`config.mk`:
```
export PLATFORM = sky130hd
export DESIGN_NAME = lcd_pattern_gen_flat
export DESIGN_NICKNAME = d
export VERILOG_FILES = /design/src/rtl/lcd_pkg.sv /design/src/rtl/lcd_pattern_gen_if.sv /design/src/rtl/lcd_pattern_gen_btn_debounce.sv /design/src/rtl/lcd_pattern_gen.sv /design/src/flat_wrapper.sv
export SDC_FILE = /design/constraint.sdc
export NUM_CORES = 1
export LEC_CHECK = 0
export CORE_MARGIN = 2
export CORE_UTILIZATION = 30
export CTS_CLUSTER_DIAMETER = 80
export DETAILED_ROUTE_END_ITERATION = 10
export SYNTH_ARGS = -nofsm -noshare
export SYNTH_HDL_FRONTEND = slang
export SYNTH_SLANG_ARGS = --single-unit
```
`constraint.sdc`:
```
create_clock -name CLK -period 2.5 [get_ports CLK]
set_input_delay 0.75 -clock CLK [delete_from_list [all_inputs] [get_ports CLK]]
set_output_delay 0.75 -clock CLK [all_outputs]
set_load 0.02 [all_outputs]
```
`src/rtl/lcd_pkg.sv`:
```
// Shared mode encodings, RGB565 colour constants and small helpers for the
// LCD pattern generator.
package lcd_pkg;

    localparam int COORD_W = 11;

    typedef enum logic [1:0] {
        MODE_BARS   = 2'd0,
        MODE_GRID   = 2'd1,
        MODE_GRAD   = 2'd2,
        MODE_BOUNCE = 2'd3
    } mode_t;

    typedef logic [15:0] rgb565_t;

    localparam rgb565_t WHITE   = 16'hFFFF;
    localparam rgb565_t YELLOW  = 16'hFFE0;
    localparam rgb565_t CYAN    = 16'h07FF;
    localparam rgb565_t GREEN   = 16'h07E0;
    localparam rgb565_t MAGENTA = 16'hF81F;
    localparam rgb565_t RED     = 16'hF800;
    localparam rgb565_t BLUE    = 16'h001F;
    localparam rgb565_t BLACK   = 16'h0000;

    function automatic rgb565_t bar_colour(input logic [2:0] idx);
        rgb565_t c;
        case (idx)
            3'd0:    c = WHITE;
            3'd1:    c = YELLOW;
            3'd2:    c = CYAN;
            3'd3:    c = GREEN;
            3'd4:    c = MAGENTA;
            3'd5:    c = RED;
            3'd6:    c = BLUE;
            default: c = BLACK;
        endcase
        return c;
    endfunction

    function automatic mode_t next_mode(input mode_t m);
        return mode_t'(m + 2'd1);
    endfunction

endpackage

```
`src/rtl/lcd_pattern_gen_if.sv`:
```
// Timing-generator inputs and panel outputs of the pattern generator.
// The timing side (or a bench) uses master; the pattern generator uses slave.
interface lcd_pattern_gen_if;
    import lcd_pkg::*;

    logic               HSYNC_IN;
    logic               VSYNC_IN;
    logic               DEN_IN;
    logic [COORD_W-1:0] X_IN;
    logic [COORD_W-1:0] Y_IN;

    logic               LCD_HSYNC;
    logic               LCD_VSYNC;
    logic               LCD_DEN;
    logic [4:0]         LCD_R;
    logic [5:0]         LCD_G;
    logic [4:0]         LCD_B;
    logic [1:0]         MODE;

    modport master (
        output HSYNC_IN, VSYNC_IN, DEN_IN, X_IN, Y_IN,
        input  LCD_HSYNC, LCD_VSYNC, LCD_DEN, LCD_R, LCD_G, LCD_B, MODE
    );

    modport slave (
        input  HSYNC_IN, VSYNC_IN, DEN_IN, X_IN, Y_IN,
        output LCD_HSYNC, LCD_VSYNC, LCD_DEN, LCD_R, LCD_G, LCD_B, MODE
    );

endinterface

```
`src/rtl/lcd_pattern_gen_btn_debounce.sv`:
```
// Two-flop synchroniser plus stability counter for an active-low button;
// emits a one-cycle PRESS pulse when a new low level is accepted.
module btn_debounce #(
    parameter int DEBOUNCE_CYCLES = 240000
) (
    input  logic CLK,
    input  logic RST_IN,
    input  logic BTN_N,
    output logic PRESS
);

    localparam int CW = (DEBOUNCE_CYCLES > 1) ? $clog2(DEBOUNCE_CYCLES) : 1;
    localparam logic [CW-1:0] CNT_LAST = CW'(DEBOUNCE_CYCLES - 1);

    logic          sync1_reg;
    logic          sync2_reg;
    logic          sync_prev_reg;
    logic          level_reg;
    logic          press_reg;
    logic [CW-1:0] cnt_reg;
    logic          accept;

    // cnt_reg holds the stable cycles seen since the last change of sync2_reg
    assign accept = (sync2_reg == sync_prev_reg) && (sync2_reg != level_reg) &&
                    (cnt_reg == CNT_LAST);

    always_ff @(posedge CLK or negedge RST_IN) begin
        if (!RST_IN) begin
            sync1_reg     <= 1'b1;
            sync2_reg     <= 1'b1;
            sync_prev_reg <= 1'b1;
            level_reg     <= 1'b1;
            press_reg     <= 1'b0;
            cnt_reg       <= '0;
        end else begin
            sync1_reg     <= BTN_N;
            sync2_reg     <= sync1_reg;
            sync_prev_reg <= sync2_reg;
            if (sync2_reg != sync_prev_reg) begin
                cnt_reg <= '0;
            end else if (cnt_reg != CNT_LAST) begin
                cnt_reg <= cnt_reg + 1'b1;
            end
            if (accept) begin
                level_reg <= sync2_reg;
            end
            press_reg <= accept && !sync2_reg;
        end
    end

    assign PRESS = press_reg;

endmodule

```
`src/rtl/lcd_pattern_gen.sv`:
```
// Test-pattern source behind the LCD timing generator: four patterns,
// button/auto mode selection, and a 2-cycle pipeline keeping syncs aligned.
module lcd_pattern_gen
    import lcd_pkg::*;
#(
    parameter int LCD_WIDTH       = 480,
    parameter int LCD_HEIGHT      = 280,
    parameter int BOX_SIZE        = 32,
    parameter int AUTO_FRAMES     = 120,
    parameter int DEBOUNCE_CYCLES = 240000
) (
    input  logic              CLK,
    input  logic              RST_IN,
    input  logic              BTN_N,
    lcd_pattern_gen_if.slave  lcd
);

    localparam int BW = LCD_WIDTH / 8;
    localparam int AW = (AUTO_FRAMES > 1) ? $clog2(AUTO_FRAMES) : 1;
    localparam logic [AW-1:0]      AUTO_LAST = AW'(AUTO_FRAMES - 1);
    localparam logic [COORD_W:0]   X_LIMIT   = (COORD_W + 1)'(LCD_WIDTH - 1);
    localparam logic [COORD_W:0]   Y_LIMIT   = (COORD_W + 1)'(LCD_HEIGHT - 1);
    localparam logic [COORD_W:0]   BOX_EXT   = (COORD_W + 1)'(BOX_SIZE);
    localparam logic [COORD_W-1:0] X_LAST    = COORD_W'(LCD_WIDTH - 1);
    localparam logic [COORD_W-1:0] Y_LAST    = COORD_W'(LCD_HEIGHT - 1);

    genvar gi;

    logic vsync_d_reg;
    logic frame_tick;
    logic press;

    // vsync_d_reg resets high so releasing reset never fakes a rising edge
    assign frame_tick = lcd.VSYNC_IN && !vsync_d_reg;

    btn_debounce #(
        .DEBOUNCE_CYCLES(DEBOUNCE_CYCLES)
    ) u_btn (
        .CLK    (CLK),
        .RST_IN (RST_IN),
        .BTN_N  (BTN_N),
        .PRESS  (press)
    );

    mode_t         mode_reg, mode_next;
    logic          pending_reg, pending_next;
    logic [AW-1:0] auto_cnt_reg, auto_cnt_next;
    logic          auto_hit;
    logic          advance;

    always_ff @(posedge CLK or negedge RST_IN) begin
        if (!RST_IN) begin
            mode_reg     <= MODE_BARS;
            pending_reg  <= 1'b0;
            auto_cnt_reg <= '0;
        end else begin
            mode_reg     <= mode_next;
            pending_reg  <= pending_next;
            auto_cnt_reg <= auto_cnt_next;
        end
    end

    // Requests only take effect on a tick, so the picture never tears
    always_comb begin
        auto_hit      = (AUTO_FRAMES != 0) && frame_tick && (auto_cnt_reg == AUTO_LAST);
        advance       = frame_tick && (pending_reg || press || auto_hit);
        mode_next     = mode_reg;
        pending_next  = pending_reg;
        auto_cnt_next = auto_cnt_reg;
        if (advance) begin
            mode_next     = next_mode(mode_reg);
            pending_next  = 1'b0;
            auto_cnt_next = '0;
        end else begin
            if (press) begin
                pending_next = 1'b1;
            end
            if (frame_tick && (AUTO_FRAMES != 0)) begin
                auto_cnt_next = auto_cnt_reg + 1'b1;
            end
        end
    end

    always_comb begin
        lcd.MODE = mode_reg;
    end

    logic [7:0]         frame_cnt_reg;
    logic [COORD_W-1:0] bx_reg, by_reg, bx_next, by_next;
    logic               dx_reg, dy_reg, dx_next, dy_next;
    logic               unused_frame_bits;

    assign unused_frame_bits = ^frame_cnt_reg[7:5];

    // Direction 1 means increasing; the reversed direction applies to this tick's step
    always_comb begin
        dx_next = dx_reg ? (({1'b0, bx_reg} + BOX_EXT) < X_LIMIT) : (bx_reg <= 11'd1);
        dy_next = dy_reg ? (({1'b0, by_reg} + BOX_EXT) < Y_LIMIT) : (by_reg <= 11'd1);
        bx_next = dx_next ? bx_reg + 1'b1 : bx_reg - 1'b1;
        by_next = dy_next ? by_reg + 1'b1 : by_reg - 1'b1;
    end

    always_ff @(posedge CLK or negedge RST_IN) begin
        if (!RST_IN) begin
            vsync_d_reg   <= 1'b1;
            frame_cnt_reg <= '0;
            bx_reg        <= '0;
            by_reg        <= '0;
            dx_reg        <= 1'b1;
            dy_reg        <= 1'b1;
        end else begin
            vsync_d_reg <= lcd.VSYNC_IN;
            if (frame_tick) begin
                frame_cnt_reg <= frame_cnt_reg + 8'd1;
                bx_reg        <= bx_next;
                by_reg        <= by_next;
                dx_reg        <= dx_next;
                dy_reg        <= dy_next;
            end
        end
    end

    logic [7:1] bar_ge;
    logic [2:0] bar_idx;

    generate
        for (gi = 1; gi < 8; gi++) begin : g_bar_cmp
            assign bar_ge[gi] = (lcd.X_IN >= COORD_W'(gi * BW));
        end
    endgenerate

    always_comb begin
        bar_idx = 3'd0;
        for (int k = 1; k < 8; k++) begin
            if (bar_ge[k]) begin
                bar_idx = 3'(k);
            end
        end
    end

    logic grid_hit, box_hit;

    assign grid_hit = (lcd.X_IN[4:0] == 5'd0) || (lcd.Y_IN[4:0] == 5'd0) ||
                      (lcd.X_IN == X_LAST) || (lcd.Y_IN == Y_LAST);
    assign box_hit  = (lcd.X_IN >= bx_reg) && ({1'b0, lcd.X_IN} < ({1'b0, bx_reg} + BOX_EXT)) &&
                      (lcd.Y_IN >= by_reg) && ({1'b0, lcd.Y_IN} < ({1'b0, by_reg} + BOX_EXT));

    logic    hs_s1_reg, vs_s1_reg, de_s1_reg;
    mode_t   mode_s1_reg;
    logic [2:0] bar_s1_reg;
    logic    grid_s1_reg, box_s1_reg;
    rgb565_t grad_s1_reg;

    always_ff @(posedge CLK or negedge RST_IN) begin
        if (!RST_IN) begin
            hs_s1_reg   <= 1'b1;
            vs_s1_reg   <= 1'b1;
            de_s1_reg   <= 1'b0;
            mode_s1_reg <= MODE_BARS;
            bar_s1_reg  <= '0;
            grid_s1_reg <= 1'b0;
            box_s1_reg  <= 1'b0;
            grad_s1_reg <= '0;
        end else begin
            hs_s1_reg   <= lcd.HSYNC_IN;
            vs_s1_reg   <= lcd.VSYNC_IN;
            de_s1_reg   <= lcd.DEN_IN;
            mode_s1_reg <= mode_reg;
            bar_s1_reg  <= bar_idx;
            grid_s1_reg <= grid_hit;
            box_s1_reg  <= box_hit;
            grad_s1_reg <= {lcd.X_IN[8:4], lcd.Y_IN[8:3], frame_cnt_reg[4:0]};
        end
    end

    rgb565_t pix;

    always_comb begin
        case (mode_s1_reg)
            MODE_BARS: pix = bar_colour(bar_s1_reg);
            MODE_GRID: pix = grid_s1_reg ? WHITE : BLACK;
            MODE_GRAD: pix = grad_s1_reg;
            default:   pix = box_s1_reg ? RED : BLUE;
        endcase
        if (!de_s1_reg) begin
            pix = BLACK;
        end
    end

    logic    hs_s2_reg, vs_s2_reg, de_s2_reg;
    rgb565_t rgb_s2_reg;

    always_ff @(posedge CLK or negedge RST_IN) begin
        if (!RST_IN) begin
            hs_s2_reg  <= 1'b1;
            vs_s2_reg  <= 1'b1;
            de_s2_reg  <= 1'b0;
            rgb_s2_reg <= BLACK;
        end else begin
            hs_s2_reg  <= hs_s1_reg;
            vs_s2_reg  <= vs_s1_reg;
            de_s2_reg  <= de_s1_reg;
            rgb_s2_reg <= pix;
        end
    end

    assign lcd.LCD_HSYNC = hs_s2_reg;
    assign lcd.LCD_VSYNC = vs_s2_reg;
    assign lcd.LCD_DEN   = de_s2_reg;
    assign lcd.LCD_R     = rgb_s2_reg[15:11];
    assign lcd.LCD_G     = rgb_s2_reg[10:5];
    assign lcd.LCD_B     = rgb_s2_reg[4:0];

endmodule

```
`src/flat_wrapper.sv`:
```
// flat-port wrapper written by rule: the top's interface ports become plain ports
module lcd_pattern_gen_flat import lcd_pkg::*;
#(
    parameter int LCD_WIDTH       = 480,
    parameter int LCD_HEIGHT      = 280,
    parameter int BOX_SIZE        = 32,
    parameter int AUTO_FRAMES     = 120,
    parameter int DEBOUNCE_CYCLES = 240000
)
  (CLK, RST_IN, BTN_N, lcd_HSYNC_IN, lcd_VSYNC_IN, lcd_DEN_IN, lcd_X_IN, lcd_Y_IN, lcd_LCD_HSYNC, lcd_LCD_VSYNC, lcd_LCD_DEN, lcd_LCD_R, lcd_LCD_G, lcd_LCD_B, lcd_MODE);
  lcd_pattern_gen_if lcd_i ();
  input  logic CLK;
  input  logic RST_IN;
  input  logic BTN_N;
  input wire logic [$bits(lcd_i.HSYNC_IN)-1:0] lcd_HSYNC_IN;
  input wire logic [$bits(lcd_i.VSYNC_IN)-1:0] lcd_VSYNC_IN;
  input wire logic [$bits(lcd_i.DEN_IN)-1:0] lcd_DEN_IN;
  input wire logic [$bits(lcd_i.X_IN)-1:0] lcd_X_IN;
  input wire logic [$bits(lcd_i.Y_IN)-1:0] lcd_Y_IN;
  output wire logic [$bits(lcd_i.LCD_HSYNC)-1:0] lcd_LCD_HSYNC;
  output wire logic [$bits(lcd_i.LCD_VSYNC)-1:0] lcd_LCD_VSYNC;
  output wire logic [$bits(lcd_i.LCD_DEN)-1:0] lcd_LCD_DEN;
  output wire logic [$bits(lcd_i.LCD_R)-1:0] lcd_LCD_R;
  output wire logic [$bits(lcd_i.LCD_G)-1:0] lcd_LCD_G;
  output wire logic [$bits(lcd_i.LCD_B)-1:0] lcd_LCD_B;
  output wire logic [$bits(lcd_i.MODE)-1:0] lcd_MODE;
  assign lcd_i.HSYNC_IN = lcd_HSYNC_IN;
  assign lcd_i.VSYNC_IN = lcd_VSYNC_IN;
  assign lcd_i.DEN_IN = lcd_DEN_IN;
  assign lcd_i.X_IN = lcd_X_IN;
  assign lcd_i.Y_IN = lcd_Y_IN;
  assign lcd_LCD_HSYNC = lcd_i.LCD_HSYNC;
  assign lcd_LCD_VSYNC = lcd_i.LCD_VSYNC;
  assign lcd_LCD_DEN = lcd_i.LCD_DEN;
  assign lcd_LCD_R = lcd_i.LCD_R;
  assign lcd_LCD_G = lcd_i.LCD_G;
  assign lcd_LCD_B = lcd_i.LCD_B;
  assign lcd_MODE = lcd_i.MODE;
  lcd_pattern_gen #(.LCD_WIDTH(LCD_WIDTH), .LCD_HEIGHT(LCD_HEIGHT), .BOX_SIZE(BOX_SIZE), .AUTO_FRAMES(AUTO_FRAMES), .DEBOUNCE_CYCLES(DEBOUNCE_CYCLES)) u_core (.CLK(CLK), .RST_IN(RST_IN), .BTN_N(BTN_N), .lcd(lcd_i));
endmodule
```
---- After elaboration in Yosys (flattened, before gate mapping) ----
Index checks and enable logic that the tools add are counted.
storage, ports and cells
  bits in registers ....................... 110
  input port bits ......................... 28
  output and inout port bits .............. 21
  logic and storage cells ................. 112
operators by class
  $add $sub $neg .......................... 10
  order comparisons ....................... 15
  eq/ne operators ......................... 16
  muxes and demuxes ....................... 22
  reductions and logical operators ........ 23
operator list
  operator               count
  $pmux 16 s7            1
  $mux 16                3
  $pmux 16 s3            1
  $mux 18                2
  $ge 11x9->1 const B    3
  $add 11x6->12 const B  2
  $lt 11x12->1           2
  $lt 12x9->1 const B    2
  $add 11x1->11 const B  2
  $eq 11x9->1 const B    2
  $ge 11x11->1           2
  $ge 11x8->1 const B    2
  $le 11x1->1 const B    2
  $mux 11                2
  $sub 11x1->11 const B  2
  $add 18x1->18 const B  1
  $eq 18x18->1 const B   1
  $ne 18x18->1 const B   1
  $mux 7                 2
  $mux 3                 4
  $ge 11x6->1 const B    1
  $ge 11x7->1 const B    1
  $logic_not 5->1        2
  $eq 3x3->1 const B     3
  other kinds (18)       40

---- Logic depth before layout (Yosys ltp) ----
  depth after elaboration ................. 8
  depth in mapped cells ................... 10
  depth with buffers taken out ............ 9

---- Cells and area by module ----
A second synthesis with hierarchy kept.
second synthesis, totals
  cells, all modules ...................... 593
  area total of the unflattened synthesis .. 6,128.4 um^2
modules (own cells, without submodules)
  module           instances  cells each  area each (um^2)  seq. area each (um^2)
  lcd_pattern_gen  1          480         4,932.2           2,109.5
  btn_debounce     1          113         1,196.1           580.6

---- Least setup slack after synthesis ----
OpenSTA, ideal clock, no wires.
  path type ............................... register to register
  start ................................... register u_core.bx_reg[5]
  end ..................................... register u_core.bx_reg[4]
  library setup time ...................... 0.090 ns
  arrival time ............................ 2.327 ns
  data required time ...................... 2.410 ns
  path slack .............................. 0.084 ns
  cell stages (with the launch flop) ...... 10
  period minus slack after synthesis ...... 2.416 ns
  cell sequence ........................... dfrtp_1 ha_1 and3_1 buf_6 mux2i_1 a2111o_1 and2_4 buf_6 or4_1 o2111ai_1
on the way
  cells in the longest elaborated chain, start to end .. 4
  elaborated cells on any way between the ends .. 5
  those cells by class .................... 1 x add/sub; 2 x order compare; 2 x mux
RTL lines
  what                      line                    text
  start: declaration        lcd_pattern_gen.sv:89   logic [COORD_W-1:0] bx_reg, by_reg, bx_next, by_next;
  start signal: assignment  lcd_pattern_gen.sv:115  bx_reg <= bx_next;
  $add 11x6->12             lcd_pattern_gen.sv:97   dx_next = dx_reg ? (({1'b0, bx_reg} + BOX_EXT) < X_LIMIT) : (bx_reg <= 11'd1);
  $lt 12x9->1               lcd_pattern_gen.sv:97
  $mux 1 *                  lcd_pattern_gen.sv:97
  $mux 11 *                 lcd_pattern_gen.sv:99   bx_next = dx_next ? bx_reg + 1'b1 : bx_reg - 1'b1;
Every way passes the cells marked *; elsewhere a longest branch is shown, timed or not.
A chain may end at the register's enable or synchronous reset.

---- Worst setup path after layout ----
  start ................................... input lcd_Y_IN[8]
  end ..................................... register u_core.box_s1_reg
on the way
  cells in the longest elaborated chain, start to end .. 3
  elaborated cells on any way between the ends .. 4
  those cells by class .................... 2 x order compare; 2 x reduce/logical
RTL lines
  what                      line                    text
  start: declaration        flat_wrapper.sv:19      input wire logic [$bits(lcd_i.Y_IN)-1:0] lcd_Y_IN;
  $ge 11x11->1              lcd_pattern_gen.sv:146  (lcd.Y_IN >= by_reg) && ({1'b0, lcd.Y_IN} < ({1'b0, by_reg} + BOX_EXT));
  $logic_and 1x1->1         lcd_pattern_gen.sv:145  assign box_hit = (lcd.X_IN >= bx_reg) && ({1'b0, lcd.X_IN} < ({1'b0, bx_reg} + BOX_EXT)) &&
  $logic_and 1x1->1 *       lcd_pattern_gen.sv:146
  named net u_core.box_hit  lcd_pattern_gen.sv:141  logic grid_hit, box_hit;
  end signal: assignment    lcd_pattern_gen.sv:171  box_s1_reg <= box_hit;
  end: declaration          lcd_pattern_gen.sv:151  logic grid_s1_reg, box_s1_reg;
Mark *: on every way through the listed nets, which the timed path passes. The rest lies on a longest branch.

==> results.cfg <==
[synthesis]
netlist.top_cell.by_area = dfrtp_1
yosysWarnings = 0
ys_ff_latch = 107
ys_async_sr_fraction_pct = 100
synth_cell_types = 58
synth_edf_count = 0
netlist_instances = 614
synth_commonest_cells = 97 x dfrtp_1, 63 x nand2_1, 46 x ha_1
synth.most_common_cell = dfrtp_1
synth.avg_cell_area_um2 = 9.69
syn-num-nets = 688
yosys-top-cells-area = dfrtp_1 41%, ha_1 9.7%, xnor2_1 4.7%
synthFlopType = dfrtp_1
post-synth-top-area-fraction_pct = 40.8
ys_seq_area_share_pct = 45.2
synth.cell_area_um2 = 5950

[run_status]
status = completed

[final_layout]
largest_reg_flops = 18
area_delta_synth_final_pct = 25.1
final_area_um2 = 7440
fill_cells = 1920
multi_input_area_um2 = 3070
regArea_um2 = 2690
drive_gt1_share_pct = 12.2
num_antenna_cells = 0
nets = 789

[cts]
clock_sinks = 107
post_cts_buffers = 0
cts_buffers = 9
clkLatencyLatePin_ns = 0.36
cts_tree = yes
clk_pin_slew_worst_paths_ns = 0.08
htree_levels = 3
clk_path_buf_depth = 2
clock-root-buffer = clkbuf_16

[timing]
fin_tns_setup_ns = 0
hold_viol = 0
tightest_slew_ns = 0.838
slew_headroom_pct = 43.6
maxSlewViolCount = 0
skew_ns = 0.0110
timing.final.crit_share_pct = 96.6
layout_min_cycle_time_ns = 2.41
fmax_ghz = 0.414
setup_violations = 0

[floorplan]
fp.dieH_um = 145
num_rows = 51
die_area_um2 = 21000
dieWidth_um = 145
top_level_ports = 49
core-area_um2 = 19500
start_util_pct = 30.6

[global_route]
grt_max_degree = 55
grt.total_usage_pct = 13.9
first_global_vias = 4470
grt_first_pass_wirelength_mm = 22.9
gr-total-overflow = 0
antenna_found_initial = 0

[critical_path]
crit_required_ns = 2.73
path_buf_inv = 1
cp_cell_sequence = clkdlybuf4s50_1, ha_1, a211o_1, a21oi_1, o21ai_0, o2111a_1, a2111oi_2, a2111oi_1
max_stage_delay_ns = 0.43
crit_fanout = 2
r2r_cells = 7
crit_type = primary input to register
rr_startpoint = u_core.bx_reg[5]
worstPathArrival_ns = 2.64
r2r_setup_slack_ns = 0.13
critPathLaunchType = primary input
reg2reg_to = u_core.bx_reg[4]
crit_path_top_delay_cell = clkdlybuf4s50_1
critPathTopFamily = compound AO/OA/AOI/OAI gates
cp-end-kind = register

[pwr]
p_per_area_nw_per_um2 = 776
peakVddDrop_mv = 0.261
p_leak_nw = 3.23

[worst_hold_path]
hp-class = primary input to async pin

[route]
drt_pre_antenna_iters = 4
vias_per_cell = 4.84
vias = 4771
post_drt_wl_per_cell_um = 14.0
dr.first_iter.drc_count = 251
finalWirelength_mm = 13.7
ant_nets = 0
drcViolationCount = 0

[flow_run]
cap_violations = 0

[place]
place_hpwl_mm = 10.4
portBuffers = 48
gp_congestion = 0.910
dpl_cell_area_um2 = 7130
[layout make-up]
type,instances,area share [%]
multi-input cells,459,41.3
flip-flops and latches,107,36.1
repair buffers,103,12.3
well taps,265,4.46
clock buffers,10,3.08
inverters,35,1.77
clock inverters,6,0.992
[cell families (layout without fill, tap and decap cells)]
kind of cell             count (synthesis)  count (layout)  synth area share (%)
flip-flops                             107             107                  45.2
buffers and inverters                   48             154                  3.36
multiplexers                             9               9                  1.51
AND/OR/NAND/NOR                        232             232                  19.7
adder cells (fa/ha/maj)                 47              47                  9.84
AO/OA/AOI/OAI                          126             126                  13.8
XOR/XNOR                                45              45                  6.62
[per-stage QoR]
stage	power [mW]	hold slack (ns)	worst slack (ns)	utilization, %	std cells
floorplan	3.55	0.345	0.0836	-	614
global placement	4.33	0.347	-0.332	36.6	969
detailed placement	4.34	0.352	-0.465	36.6	969
CTS	5.84	0.350	0.0187	38.2	985
global route	6.21	0.362	-0.0297	38.2	985
finish	5.78	0.346	0.0852	38.2	985
[report_power, final]
part | switching (mW) | internal (mW) | leakage [nW]
clock network | 0.675 | 0.792 | 0.146
logic | 1.03 | 0.870 | 1.78
registers | 0.325 | 2.09 | 1.30
total | 2.03 | 3.75 | 3.23
[layer usage]
layer  vias to the layer above  track usage, %  routed length [um]
met5                         -               0                   0
met4                         0            5.37                 262
met3                        18            2.50                 485
met2                        80            21.0                6020
met1                      2259            19.8                6980
li1                       2414               -                   -
[worst max path at each step]
stage	start	end	cells after the start
2_1_floorplan	u_core.bx_reg[5]	u_core.bx_reg[4]	9
3_3_place_gp	lcd_Y_IN[8]	u_core.box_s1_reg	8
3_5_place_dp	lcd_Y_IN[8]	u_core.box_s1_reg	8
4_1_cts	lcd_Y_IN[8]	u_core.box_s1_reg	8
5_1_grt	u_core.bx_reg[5]	u_core.box_s1_reg	8
6_report	lcd_Y_IN[8]	u_core.box_s1_reg	8
[cell usage in the layout (no fill, tap or decap), types with 13 or more instances in the layout]
cell              n
o21ai_0          33
nand2_1          63
clkdlybuf4s50_1  47
dfrtp_1          97
xnor2_1          32
nand4_1          23
nor3_1           19
buf_4            54
ha_1             46
xor2_1           13
a21oi_1          27
inv_1            35
nor2_1           41
nand3_1          30
[repair_timing]
item,CTS,global route
hold buffers,0,0
resized for setup,1,3
setup endpoints to repair,1,1
Power figures use the tool's default switching activity.
